$ cat config.mk
export PLATFORM = sky130hd
export DESIGN_NAME = bcd_display_scan
export DESIGN_NICKNAME = d
export VERILOG_FILES = /design/src/rtl/bcd_display_scan.sv
export SDC_FILE = /design/constraint.sdc
export NUM_CORES = 1
export LEC_CHECK = 0
export ABC_AREA = 0
export BUFFER_PORTS_ARGS = -buffer_cell sky130_fd_sc_hd__buf_2
export CELL_PAD_IN_SITES_DETAIL_PLACEMENT = 0
export CELL_PAD_IN_SITES_GLOBAL_PLACEMENT = 1
export CORE_MARGIN = 1
export CORE_UTILIZATION = 45
export CTS_CLUSTER_DIAMETER = 30
export DETAILED_ROUTE_END_ITERATION = 12
export GPL_TIMING_DRIVEN = 0
export PLACE_DENSITY_LB_ADDON = 0.1
export SLEW_MARGIN = 20
export SYNTH_ARGS = -nofsm -noshare
export SYNTH_HDL_FRONTEND = slang
export SYNTH_SLANG_ARGS = --single-unit
$ cat constraint.sdc
create_clock -name clk -period 3.54 [get_ports clk]
set_input_delay 0.177 -clock clk [delete_from_list [all_inputs] [get_ports clk]]
set_output_delay 0.177 -clock clk [all_outputs]
set_load 0.03 [all_outputs]
$ cat src/rtl/bcd_display_scan.sv
// Scans a latched 6-digit BCD measurement onto a common-anode 7-segment display.
// A frame is six slots; each slot opens with a few all-off cycles so one digit's pattern never ghosts onto the next.
module bcd_display_scan #(
    parameter int SCAN_DIV  = 1000,
    parameter int BLANK_CYC = 8
) (
    input  logic        clk,
    input  logic        Rst_n,
    input  logic [23:0] data_in,
    input  logic        data_valid,
    input  logic        ovf_in,
    output logic [7:0]  seg,
    output logic [5:0]  an,
    output logic        frame_sync,
    output logic        o_dbg_state
);

    localparam int CNT_W = (SCAN_DIV > 1) ? $clog2(SCAN_DIV) : 1;
    localparam logic [CNT_W-1:0] CNT_LAST   = CNT_W'(SCAN_DIV - 1);
    localparam logic [CNT_W-1:0] BLANK_LAST = CNT_W'((BLANK_CYC > 0) ? BLANK_CYC - 1 : 0);
    localparam bit HAS_BLANK = (BLANK_CYC > 0);

    typedef enum logic {
        ST_BLANK = 1'b0,
        ST_DRIVE = 1'b1
    } state_t;

    state_t           r_state;
    logic [CNT_W-1:0] r_cnt;
    logic [2:0]       r_idx;
    logic [24:0]      r_shadow;
    logic [24:0]      r_disp;
    logic             r_pend;
    logic             r_have;
    logic [7:0]       r_seg;
    logic [5:0]       r_an;
    logic             r_fsync;

    logic             w_eos;
    logic             w_eof;
    logic [3:0]       w_dig [6];
    logic [5:0]       w_lead_zero;
    logic [3:0]       w_cur;
    logic             w_cur_blank;
    logic [5:0]       w_an_drive;
    logic [7:0]       w_pattern;

    function automatic logic [7:0] seg_decode(input logic [3:0] v);
        logic [7:0] s;
        case (v)
            4'd0:    s = 8'hC0;
            4'd1:    s = 8'hF9;
            4'd2:    s = 8'hA4;
            4'd3:    s = 8'hB0;
            4'd4:    s = 8'h99;
            4'd5:    s = 8'h92;
            4'd6:    s = 8'h82;
            4'd7:    s = 8'hF8;
            4'd8:    s = 8'h80;
            4'd9:    s = 8'h90;
            default: s = 8'h86;
        endcase
        return s;
    endfunction

    assign w_eos = (r_cnt == CNT_LAST);
    assign w_eof = w_eos && (r_idx == 3'd5);

    // w_lead_zero[k] is set when digit k and every digit above it are zero.
    always_comb begin : lead_zero_blk
        logic zero_run;
        zero_run = 1'b1;
        w_lead_zero = '0;
        for (int k = 5; k >= 0; k--) begin
            w_dig[k] = r_disp[4*k +: 4];
            zero_run = zero_run & (w_dig[k] == 4'd0);
            w_lead_zero[k] = zero_run;
        end
    end

    always_comb begin
        w_cur       = 4'd0;
        w_cur_blank = 1'b0;
        w_an_drive  = 6'h3F;
        case (r_idx)
            3'd0: begin w_cur = w_dig[0]; w_cur_blank = 1'b0;           w_an_drive = 6'b111110; end
            3'd1: begin w_cur = w_dig[1]; w_cur_blank = w_lead_zero[1]; w_an_drive = 6'b111101; end
            3'd2: begin w_cur = w_dig[2]; w_cur_blank = w_lead_zero[2]; w_an_drive = 6'b111011; end
            3'd3: begin w_cur = w_dig[3]; w_cur_blank = w_lead_zero[3]; w_an_drive = 6'b110111; end
            3'd4: begin w_cur = w_dig[4]; w_cur_blank = w_lead_zero[4]; w_an_drive = 6'b101111; end
            3'd5: begin w_cur = w_dig[5]; w_cur_blank = w_lead_zero[5]; w_an_drive = 6'b011111; end
            default: begin w_cur = 4'd0; w_cur_blank = 1'b1; w_an_drive = 6'h3F; end
        endcase
    end

    always_comb begin
        if (r_disp[24]) begin
            w_pattern = 8'hBF;
        end else if (w_cur > 4'd9) begin
            w_pattern = 8'h86;
        end else if (w_cur_blank) begin
            w_pattern = 8'hFF;
        end else begin
            w_pattern = seg_decode(w_cur);
        end
    end

    // data_valid is a one-cycle strobe with no back-pressure: every strobe is accepted and
    // overwrites the shadow; the display register only changes at end-of-frame.
    always_ff @(posedge clk or negedge Rst_n) begin
        if (!Rst_n) begin
            r_cnt    <= '0;
            r_idx    <= 3'd0;
            r_shadow <= '0;
            r_disp   <= '0;
            r_pend   <= 1'b0;
            r_have   <= 1'b0;
            r_fsync  <= 1'b0;
        end else begin
            r_cnt <= w_eos ? '0 : r_cnt + CNT_W'(1);
            if (w_eos) begin
                r_idx <= (r_idx == 3'd5) ? 3'd0 : r_idx + 3'd1;
            end
            r_fsync <= w_eof && r_pend;
            if (w_eof && r_pend) begin
                r_disp <= r_shadow;
                r_have <= 1'b1;
            end
            if (data_valid) begin
                r_shadow <= {ovf_in, data_in};
                r_pend   <= 1'b1;
            end else if (w_eof) begin
                r_pend   <= 1'b0;
            end
        end
    end

    // Outputs are registered from the current state, so they trail the state by one cycle.
    always_ff @(posedge clk or negedge Rst_n) begin
        if (!Rst_n) begin
            r_state <= ST_BLANK;
            r_an    <= 6'h3F;
            r_seg   <= 8'hFF;
        end else begin
            case (r_state)
                ST_BLANK: begin
                    if (!HAS_BLANK || (r_cnt == BLANK_LAST)) begin
                        r_state <= ST_DRIVE;
                    end
                end
                ST_DRIVE: begin
                    if (w_eos && HAS_BLANK) begin
                        r_state <= ST_BLANK;
                    end
                end
                default: r_state <= ST_BLANK;
            endcase
            if ((r_state == ST_DRIVE) && r_have) begin
                r_an  <= w_an_drive;
                r_seg <= w_pattern;
            end else begin
                r_an  <= 6'h3F;
                r_seg <= 8'hFF;
            end
        end
    end

    assign seg         = r_seg;
    assign an          = r_an;
    assign frame_sync  = r_fsync;
    assign o_dbg_state = r_state;

endmodule
Word-level counts from Yosys, hierarchy flattened
Memory sizes are Yosys's and may differ from the RTL's.
Cells that the tools add are included.
{"block": "word_totals", "ramBits": 0, "romBits": 112, "reg_bits": 81, "input_bits": 28, "output_inout_bits": 16, "n_memories": 1, "word_cells": 51, "latchBits": 0}
{"block": "op_classes", "n_eq_ne": 7, "n_mul": 0, "n_addsub": 2, "reduce_logical": 10, "div_mod_pow": 0, "n_lt_le_gt_ge": 1, "n_bitwise": 5, "mux": 15, "shift": 0}
{"memory": "(no name shown)", "words": 16, "width": 7, "rd": 1, "rd_ports_with_merged_regs": 0, "wr": 0, "line_no": "50", "text": "case (v)"}
{"operator": "case mux 6 bit (6 select lines)", "count": 1}
{"operator": "2-to-1 mux 8 bit", "count": 4}
{"operator": "case mux 4 bit (6 select lines)", "count": 1}
{"operator": "zero test 4 bit", "count": 5}
{"operator": "adder 10 x 1 -> 10 bit (second input constant)", "count": 1}
{"operator": "equality test 10 bit (second input constant)", "count": 1}
{"operator": "equality test 10 x 3 -> 1 bit (second input constant)", "count": 1}
{"operator": "2-to-1 mux 10 bit", "count": 1}
{"operator": "equality test 3 x 2 -> 1 bit (second input constant)", "count": 2}
{"operator": "equality test 3 bit (second input constant)", "count": 2}
{"operator": "2-to-1 mux 6 bit", "count": 1}
{"operator": "case mux 1 bit (6 select lines)", "count": 1}
{"operator": "bitwise AND 1 bit", "count": 4}
{"operator": "> comparator 4 bit (second input constant)", "count": 1}
{"operator": "2-to-1 mux 1 bit", "count": 4}
{"operator": "adder 3 x 1 -> 3 bit (second input constant)", "count": 1}
{"operator": "equality test 3 x 1 -> 1 bit (second input constant)", "count": 1}
{"operator": "logical AND 1 bit", "count": 3}
{"operator": "zero test 3 bit", "count": 1}
{"operator": "2-to-1 mux 3 bit", "count": 1}
{"operator": "case mux 1 bit (2 select lines)", "count": 1}
{"operator": "nonzero test 2 bit", "count": 1}
{"operator": "inverter 1 bit", "count": 1}

Longest topological paths before layout
Gate-level depths: netlist of run 1.
{"block": "logic_depth", "ltp_word": 10, "ltp_mapped": 13, "mapped_depth_nobuf": 10}

Least setup slack after synthesis of run 1
No wires, ideal clock.
{"block": "synth_timing", "path_kind": "reg-to-reg", "startpoint": "reg r_idx[1]", "endpoint": "reg r_seg[4] (netlist: seg[4])", "required_ns": 3.441, "slack_ns": 0.921, "path_stages_with_launch": 13, "arrival_ns": 2.520, "path_cell_list": "dfrtp_1 -> buf_6 -> clkbuf_1 -> and2_1 -> ha_1 -> a22o_1 -> o31ai_1 -> inv_1 -> ha_1 -> nor2_1 -> nor2_1 -> nor4_2 -> a31oi_1"}
{"block": "synth_via", "elab_chain_len": 7}
{"item": "start: declaration", "line_no": "30", "text": "logic [2:0] r_idx;"}
{"item": "start signal: assignment", "line_no": "122", "text": "r_idx <= (r_idx == 3'd5) ? 3'd0 : r_idx + 3'd1;"}
{"item": "equality test 3 bit, or another cell as far along", "line_no": "85", "text": "case (r_idx)"}
{"item": "case mux 4 bit (6 select lines)", "line_no": "85"}
{"item": "memory read (16 x 7 bit)"}
{"item": "2-to-1 mux 8 bit", "line_no": "101", "text": "end else if (w_cur_blank) begin"}
{"item": "2-to-1 mux 8 bit (*)", "line_no": "99", "text": "end else if (w_cur > 4'd9) begin"}
{"item": "2-to-1 mux 8 bit (*)", "line_no": "97", "text": "if (r_disp[24]) begin"}
{"item": "2-to-1 mux 8 bit (*)", "line_no": "158", "text": "if ((r_state == ST_DRIVE) && r_have) begin"}
{"item": "end signal: assignment", "line_no": "160", "text": "r_seg <= w_pattern;"}
{"item": "end: declaration", "line_no": "35", "text": "logic [7:0] r_seg;"}
Every way passes the cells marked *; elsewhere a longest branch is shown, timed or not.
A chain may end at the register's enable or synchronous reset.

Worst setup path after layout of run 1
Ends and elaborated chain as after synthesis.

==> flow_metrics.tcl, run 1 <==
set metrics [dict create \
    crit_required_ns 3.79 \
    outcome "complete, no violations" \
    slew_viol_final 0 \
    grt_max_degree 50 \
    clk_pin_slew_ns 0.09 \
    rsz0062_at_grt "false" \
    dr.first_iter.drc_count 124 \
    holdWs_ns 0.0484 \
    grt-ovfl-total 0 \
    cts_tree "done" \
    worst_pin_slew_ns 0.735 \
    avgSynthCellArea_um2 12.5 \
    via_count 2385 \
    track_usage 0.178 \
    synth_edf_count 0 \
    crit_type "flop to flop" \
    ys_seq_area_frac 0.554 \
    hold_viol 0 \
    cts_max_level 3 \
    crit_chain "buf_6 -> clkbuf_1 -> and2_1 -> ha_1 -> a22o_1 -> o31ai_1 -> inv_1 -> ha_1 -> nor2_1 -> nor2_1 -> nor4_2 -> a31oi_1" \
    num-fill-cells 722 \
    final.min_clock_period_ns 3.16 \
    drv_cap 0 \
    grt_pass1_vias 2320 \
    slowest_delay_ns 0.52 \
    cts.sinks 80 \
    synth.area.top_cells "dfrtp_1, mux2_2, dfstp_2" \
    final_cells 452 \
    crit_arrival_ns 3.41 \
    worst-path-buf-inv 3 \
    regArea_um2 2020 \
    drc 0 \
    cts-root-buf "clkbuf_8" \
    io_pins 44 \
    cp_top_family "compound AO/OA/AOI/OAI gates" \
    ys_types 54 \
    clockBufferDepth 2 \
    wirelength_um 6630 \
    fin_crit_sh 0.893 \
    cp.depth 12 \
    antenna_cells 0 \
    reg2regPathDepth 12 \
    synthArstFlopShare 1.00 \
    yosys.area.top_type_share 0.460 \
    ant_nets 0 \
    max_freq_ghz 0.316 \
    cts_resized 0 \
    fin_ws_ns 0.377 \
    endpoint_kind "flop" \
    leakage_nw 1.91 \
    multi_input_area_um2 1520 \
    antenna_found_initial 0 \
    hpwl_um 4870 \
    irDropWorstVdd_uv 259 \
    cellPowerDensity_nw_per_um2 395 \
    critPathMaxFanout 10 \
    portBuffers 41 \
    die_width_um 92.0 \
    initial_utilization 0.469 \
    num_rows 32 \
    netlist_instances 291 \
    via_per_inst 5.28 \
    post-place-ws_ns 0.449 \
    wire_per_inst_um 14.7 \
    dr.pass1.iters 4 \
    final_common_cell "dfrtp_1" \
    place.gp.congestion 0.824 \
    synthToLayoutAreaGrowth_pct 15.5 \
    syn_nets 327 \
    cp-start-kind "flop" \
    core_area_um2 7770 \
    synth_ff_type "dfrtp_1" \
    clk_latency_ns 0.35 \
    slew_headroom 0.506 \
    setup_viol 0 \
    ys_seq_elements 80 \
    fin_setup_tns_ns 0 \
    fin_skew_ns 0.0169 \
    yosys.area.top_type "dfrtp_1" \
    grt_pass1_wl_um 11700 \
    dp.cells 435 \
    yosys_warnings 0 \
    cp_slowest_cell "o31ai_1" \
    hp-class "primary input to flop" \
    numCtsBuffers 9 \
    fin_nets 381 \
    drive_gt1_frac 0.400 \
    whs_path_depth 2 \
    die_h_um 92.0 \
    die_area_um2 8450 \
    synth_area_um2 3640 \
    final_cell_mix "dfrtp_1, mux2_2, buf_2, nor2_1, nand2_1" \
]
[per-layer routing]
layer / track usage / up-vias / wire length, um / part of all wire
met5: 0 / - / 0 / 0
met4: 0.0716 / 0 / 135 / 0.020
met3: 0.0340 / 13 / 194 / 0.029
met2: 0.269 / 41 / 3090 / 0.47
met1: 0.251 / 1185 / 3220 / 0.48
li1: - / 1146 / - / -
[cells in the mapped netlist, drive strengths merged (4+ instances only)]
cell and instances:
dfrtp 67, nand2 14, clkbuf 8, buf 7, nor3 4, and3 5, nor2 19, xor2 5
o21ai 8, nand3 11, mux2i 6, inv 6, ha 8, dfstp 13, a21oi 5, nor4 6
mux2 52
[through the flow]
step / utilization / power [mW] / cell area (um^2)
after floorplan: - / 1.01 / 3640
after global placement: 0.512 / 1.04 / 3970
after detailed placement: 0.515 / 1.05 / 4000
after CTS: 0.541 / 1.68 / 4200
after global routing: 0.541 / 1.73 / 4200
final: 0.541 / 1.66 / 4200
[final cells by class]
cell class	count	share of cell area
Sequential cell	80	0.480
Multi-Input combinational cell	190	0.362
Timing Repair Buffer	43	0.0583
Clock buffer	11	0.0360
Tap cell	102	0.0304
Buffer	15	0.0182
Clock inverter	5	0.00923
Inverter	6	0.00536
[path summary, 6_finish.rpt]
path                       startpoint          end  slack [ns]
min reg2reg                  r_cnt[4]     r_cnt[4]        0.50
max                          r_idx[1]       seg[4]        0.38
max in group asynchronous       Rst_n   r_disp[17]        2.66
min in group asynchronous       Rst_n     r_cnt[6]        0.30
max reg2reg                  r_idx[1]       seg[4]        0.38
min                        data_in[5]  r_shadow[5]        0.05
[repair_timing]
| action | 4_1_cts | 5_1_grt |
|---|---|---|
| hold endpoints to repair | 18 | 0 |
| hold buffers | 1 | 0 |
| buffers inserted | 0 | 0 |
[power breakdown]
| group | leakage, nW | switching (mW) | internal (mW) | total, mW |
|---|---|---|---|---|
| Clock | 0.0959 | 0.334 | 0.297 | 0.630 |
| Combinational | 0.828 | 0.0336 | 0.0408 | 0.0744 |
| Sequential | 0.991 | 0.0142 | 0.942 | 0.957 |
| Total | 1.91 | 0.381 | 1.28 | 1.66 |
[state kept, by name (all words and copies together), names as in the netlist]
register     count
r_disp          25
r_shadow        25
r_cnt           10
seg              7
an               6
r_idx            3
frame_sync       1
o_dbg_state      1
r_have           1
r_pend           1
[logic make-up (layout without fill, tap and decap cells)]
| logic type | after synthesis | in the layout | synth area share |
|---|---|---|---|
| compound gates | 38 | 38 | 0.0784 |
| xor+xnor | 8 | 8 | 0.0192 |
| fa+ha+maj | 8 | 8 | 0.0275 |
| buf+inv | 21 | 80 | 0.0271 |
| flops | 80 | 80 | 0.554 |
| mux | 58 | 58 | 0.178 |
| other cells | 1 | 1 | 0.00103 |
| simple gates | 77 | 77 | 0.114 |
No activity file was read; power rests on OpenSTA's default activity.
==> inputs of run 2 (changes only) <==
--- a/config.mk
+++ b/config.mk
@@ -10,7 +10,7 @@
 export CELL_PAD_IN_SITES_DETAIL_PLACEMENT = 0
 export CELL_PAD_IN_SITES_GLOBAL_PLACEMENT = 1
 export CORE_MARGIN = 1
-export CORE_UTILIZATION = 45
+export CORE_UTILIZATION = 42
 export CTS_CLUSTER_DIAMETER = 30
 export DETAILED_ROUTE_END_ITERATION = 12
 export GPL_TIMING_DRIVEN = 0
==> constraint.sdc (replaced) <==
create_clock -name clk -period 2.8 [get_ports clk]
set_input_delay 0.14 -clock clk [delete_from_list [all_inputs] [get_ports clk]]
set_output_delay 0.14 -clock clk [all_outputs]
set_load 0.03 [all_outputs]
==> flow_metrics.tcl, run 2 (same netlist as run 1, synthesis figures left out) <==
set metrics [dict create \
    leakage_nw 1.96 \
    cts.sinks 80 \
    grt_pass1_wl_um 11600 \
    die_h_um 95.1 \
    hold_viol 0 \
    worst_pin_slew_ns 0.728 \
    place.gp.congestion 0.846 \
    fin_nets 392 \
    synthToLayoutAreaGrowth_pct 18.8 \
    endpoint_kind "flop" \
    portBuffers 41 \
    num_rows 33 \
    crit_required_ns 3.06 \
    via_count 2403 \
    cp-start-kind "flop" \
    slew_viol_final 0 \
    antenna_found_initial 0 \
    drc 0 \
    fin_setup_tns_ns 0 \
    cts_max_level 3 \
    die_area_um2 9040 \
    track_usage 0.172 \
    io_pins 44 \
    cts-root-buf "clkbuf_8" \
    antenna_cells 0 \
    drive_gt1_frac 0.394 \
    num-fill-cells 783 \
    cellPowerDensity_nw_per_um2 476 \
    initial_utilization 0.439 \
    clockBufferDepth 2 \
    wire_per_inst_um 15.0 \
    cts_tree "done" \
    die_width_um 95.1 \
    setup_viol 0 \
    power.total_mw 2.06 \
    clk_pin_slew_ns 0.08 \
    irDropWorstVdd_uv 333 \
    grt-ovfl-total 0 \
    rsz0062_at_grt "false" \
    final_common_cell "dfrtp_1" \
    fin_crit_sh 0.917 \
    hp-class "primary input to flop" \
    ant_nets 0 \
    dr.first_iter.drc_count 79 \
    fin_skew_ns 0.00688 \
    crit_type "flop to flop" \
    outcome "complete, no violations" \
    largest_registers "r_disp (25), r_shadow (25), r_cnt (10)" \
    final.min_clock_period_ns 2.57 \
    drv_cap 0 \
    via_per_inst 5.17 \
    hpwl_um 5070 \
    post-route-cell-area_um2 4330 \
    max_freq_ghz 0.389 \
    clk_latency_ns 0.35 \
    numCtsBuffers 9 \
    wirelength_um 6960 \
    core_area_um2 8300 \
    place_area_um2 4010 \
    dr.pass1.iters 4 \
    grt_max_degree 48 \
    slew_headroom 0.510 \
    critPathMaxFanout 18 \
    grt_pass1_vias 2455 \
    final_cell_mix "dfrtp_1, mux2_2, buf_2, nor2_1, nand2_1" \
    crit_arrival_ns 2.83 \
]
## run 2: cell types whose count changed in the layout (fill, tap and decap cells not counted), moves of 2 or more
cell / change
dlygate4sd3_1: +12
clkbuf_8: -2
buf_4: +2
clkbuf_1: -3
clkinvlp_4: +2
## run 2: layer usage
| layer | share of wire | vias up | GRT usage |
|---|---|---|---|
| li1 | - | 1172 | - |
| met2 | 0.48 | 47 | 0.276 |
| met4 | 0.018 | 0 | 0.0707 |
| met1 | 0.47 | 1170 | 0.222 |
| met5 | 0 | - | 0 |
| met3 | 0.038 | 14 | 0.0407 |
## run 2: worst max-delay path, cell delays in order (launching register included)
cell,delay [ns]
dfrtp_1,0.36
buf_2,0.21
and2_1,0.19
ha_1,0.23
a22o_1,0.25
o31ai_4,0.22
inv_1,0.12
ha_1,0.23
nor2_1,0.15
nor2_1,0.08
nor4_2,0.23
buf_4,0.16
a31oi_1,0.04
## run 2: path summary, 6_finish.rpt
| kind | slack [ns] | to | depth (start not counted) | from |
|---|---|---|---|---|
| worst max-delay path | 0.23 | seg[4] | 12 | r_idx[0] |
| worst max register to register | 0.23 | seg[4] | 12 | r_idx[0] |
| worst min-delay path | 0.02 | r_shadow[12] | 2 | data_in[12] |
| worst min register to register | 0.49 | r_cnt[4] | 1 | r_cnt[4] |
| max in group asynchronous | 1.96 | r_disp[22] | 3 | Rst_n |
| min in group asynchronous | 0.27 | r_cnt[5] | 2 | Rst_n |
## run 2: layout make-up
class / count / area [um^2] / share of cell area
clock inverters: 6 / 45.0 / 0.0104
clock buffers: 9 / 124 / 0.0286
repair buffers: 57 / 380 / 0.0879
well taps: 105 / 131 / 0.0304
inverters: 6 / 22.5 / 0.00521
flip-flops and latches: 80 / 2020 / 0.466
multi-input cells: 190 / 1540 / 0.356
plain buffers: 12 / 65.1 / 0.0150
## run 2: report_power, final
part	switching [mW]	internal (mW)
clock	0.424	0.319
combinational	0.0453	0.0625
sequential	0.0183	1.19
total	0.488	1.57
## run 2: through the flow
| step | hold WS, ns | utilization | cells | setup WS [ns] |
|---|---|---|---|---|
| finish | 0.0151 | 0.521 | 465 | 0.232 |
| CTS | 0.00117 | 0.520 | 465 | 0.0198 |
| floorplan | -0.156 | - | 291 | 0.181 |
| global placement | 0.371 | 0.479 | 437 | -0.309 |
| global route | 0.00852 | 0.521 | 465 | 0.0137 |
| detailed placement | 0.120 | 0.483 | 438 | -0.292 |
## run 2: what timing repair did
action                                  4_1_cts  5_1_grt
hold endpoints to repair                     32        0
gates resized for setup                       1        2
hold buffers                                 13        0
pin swaps                                     1        1
endpoints found under the setup margin        7        7
setup buffers                                 1        1
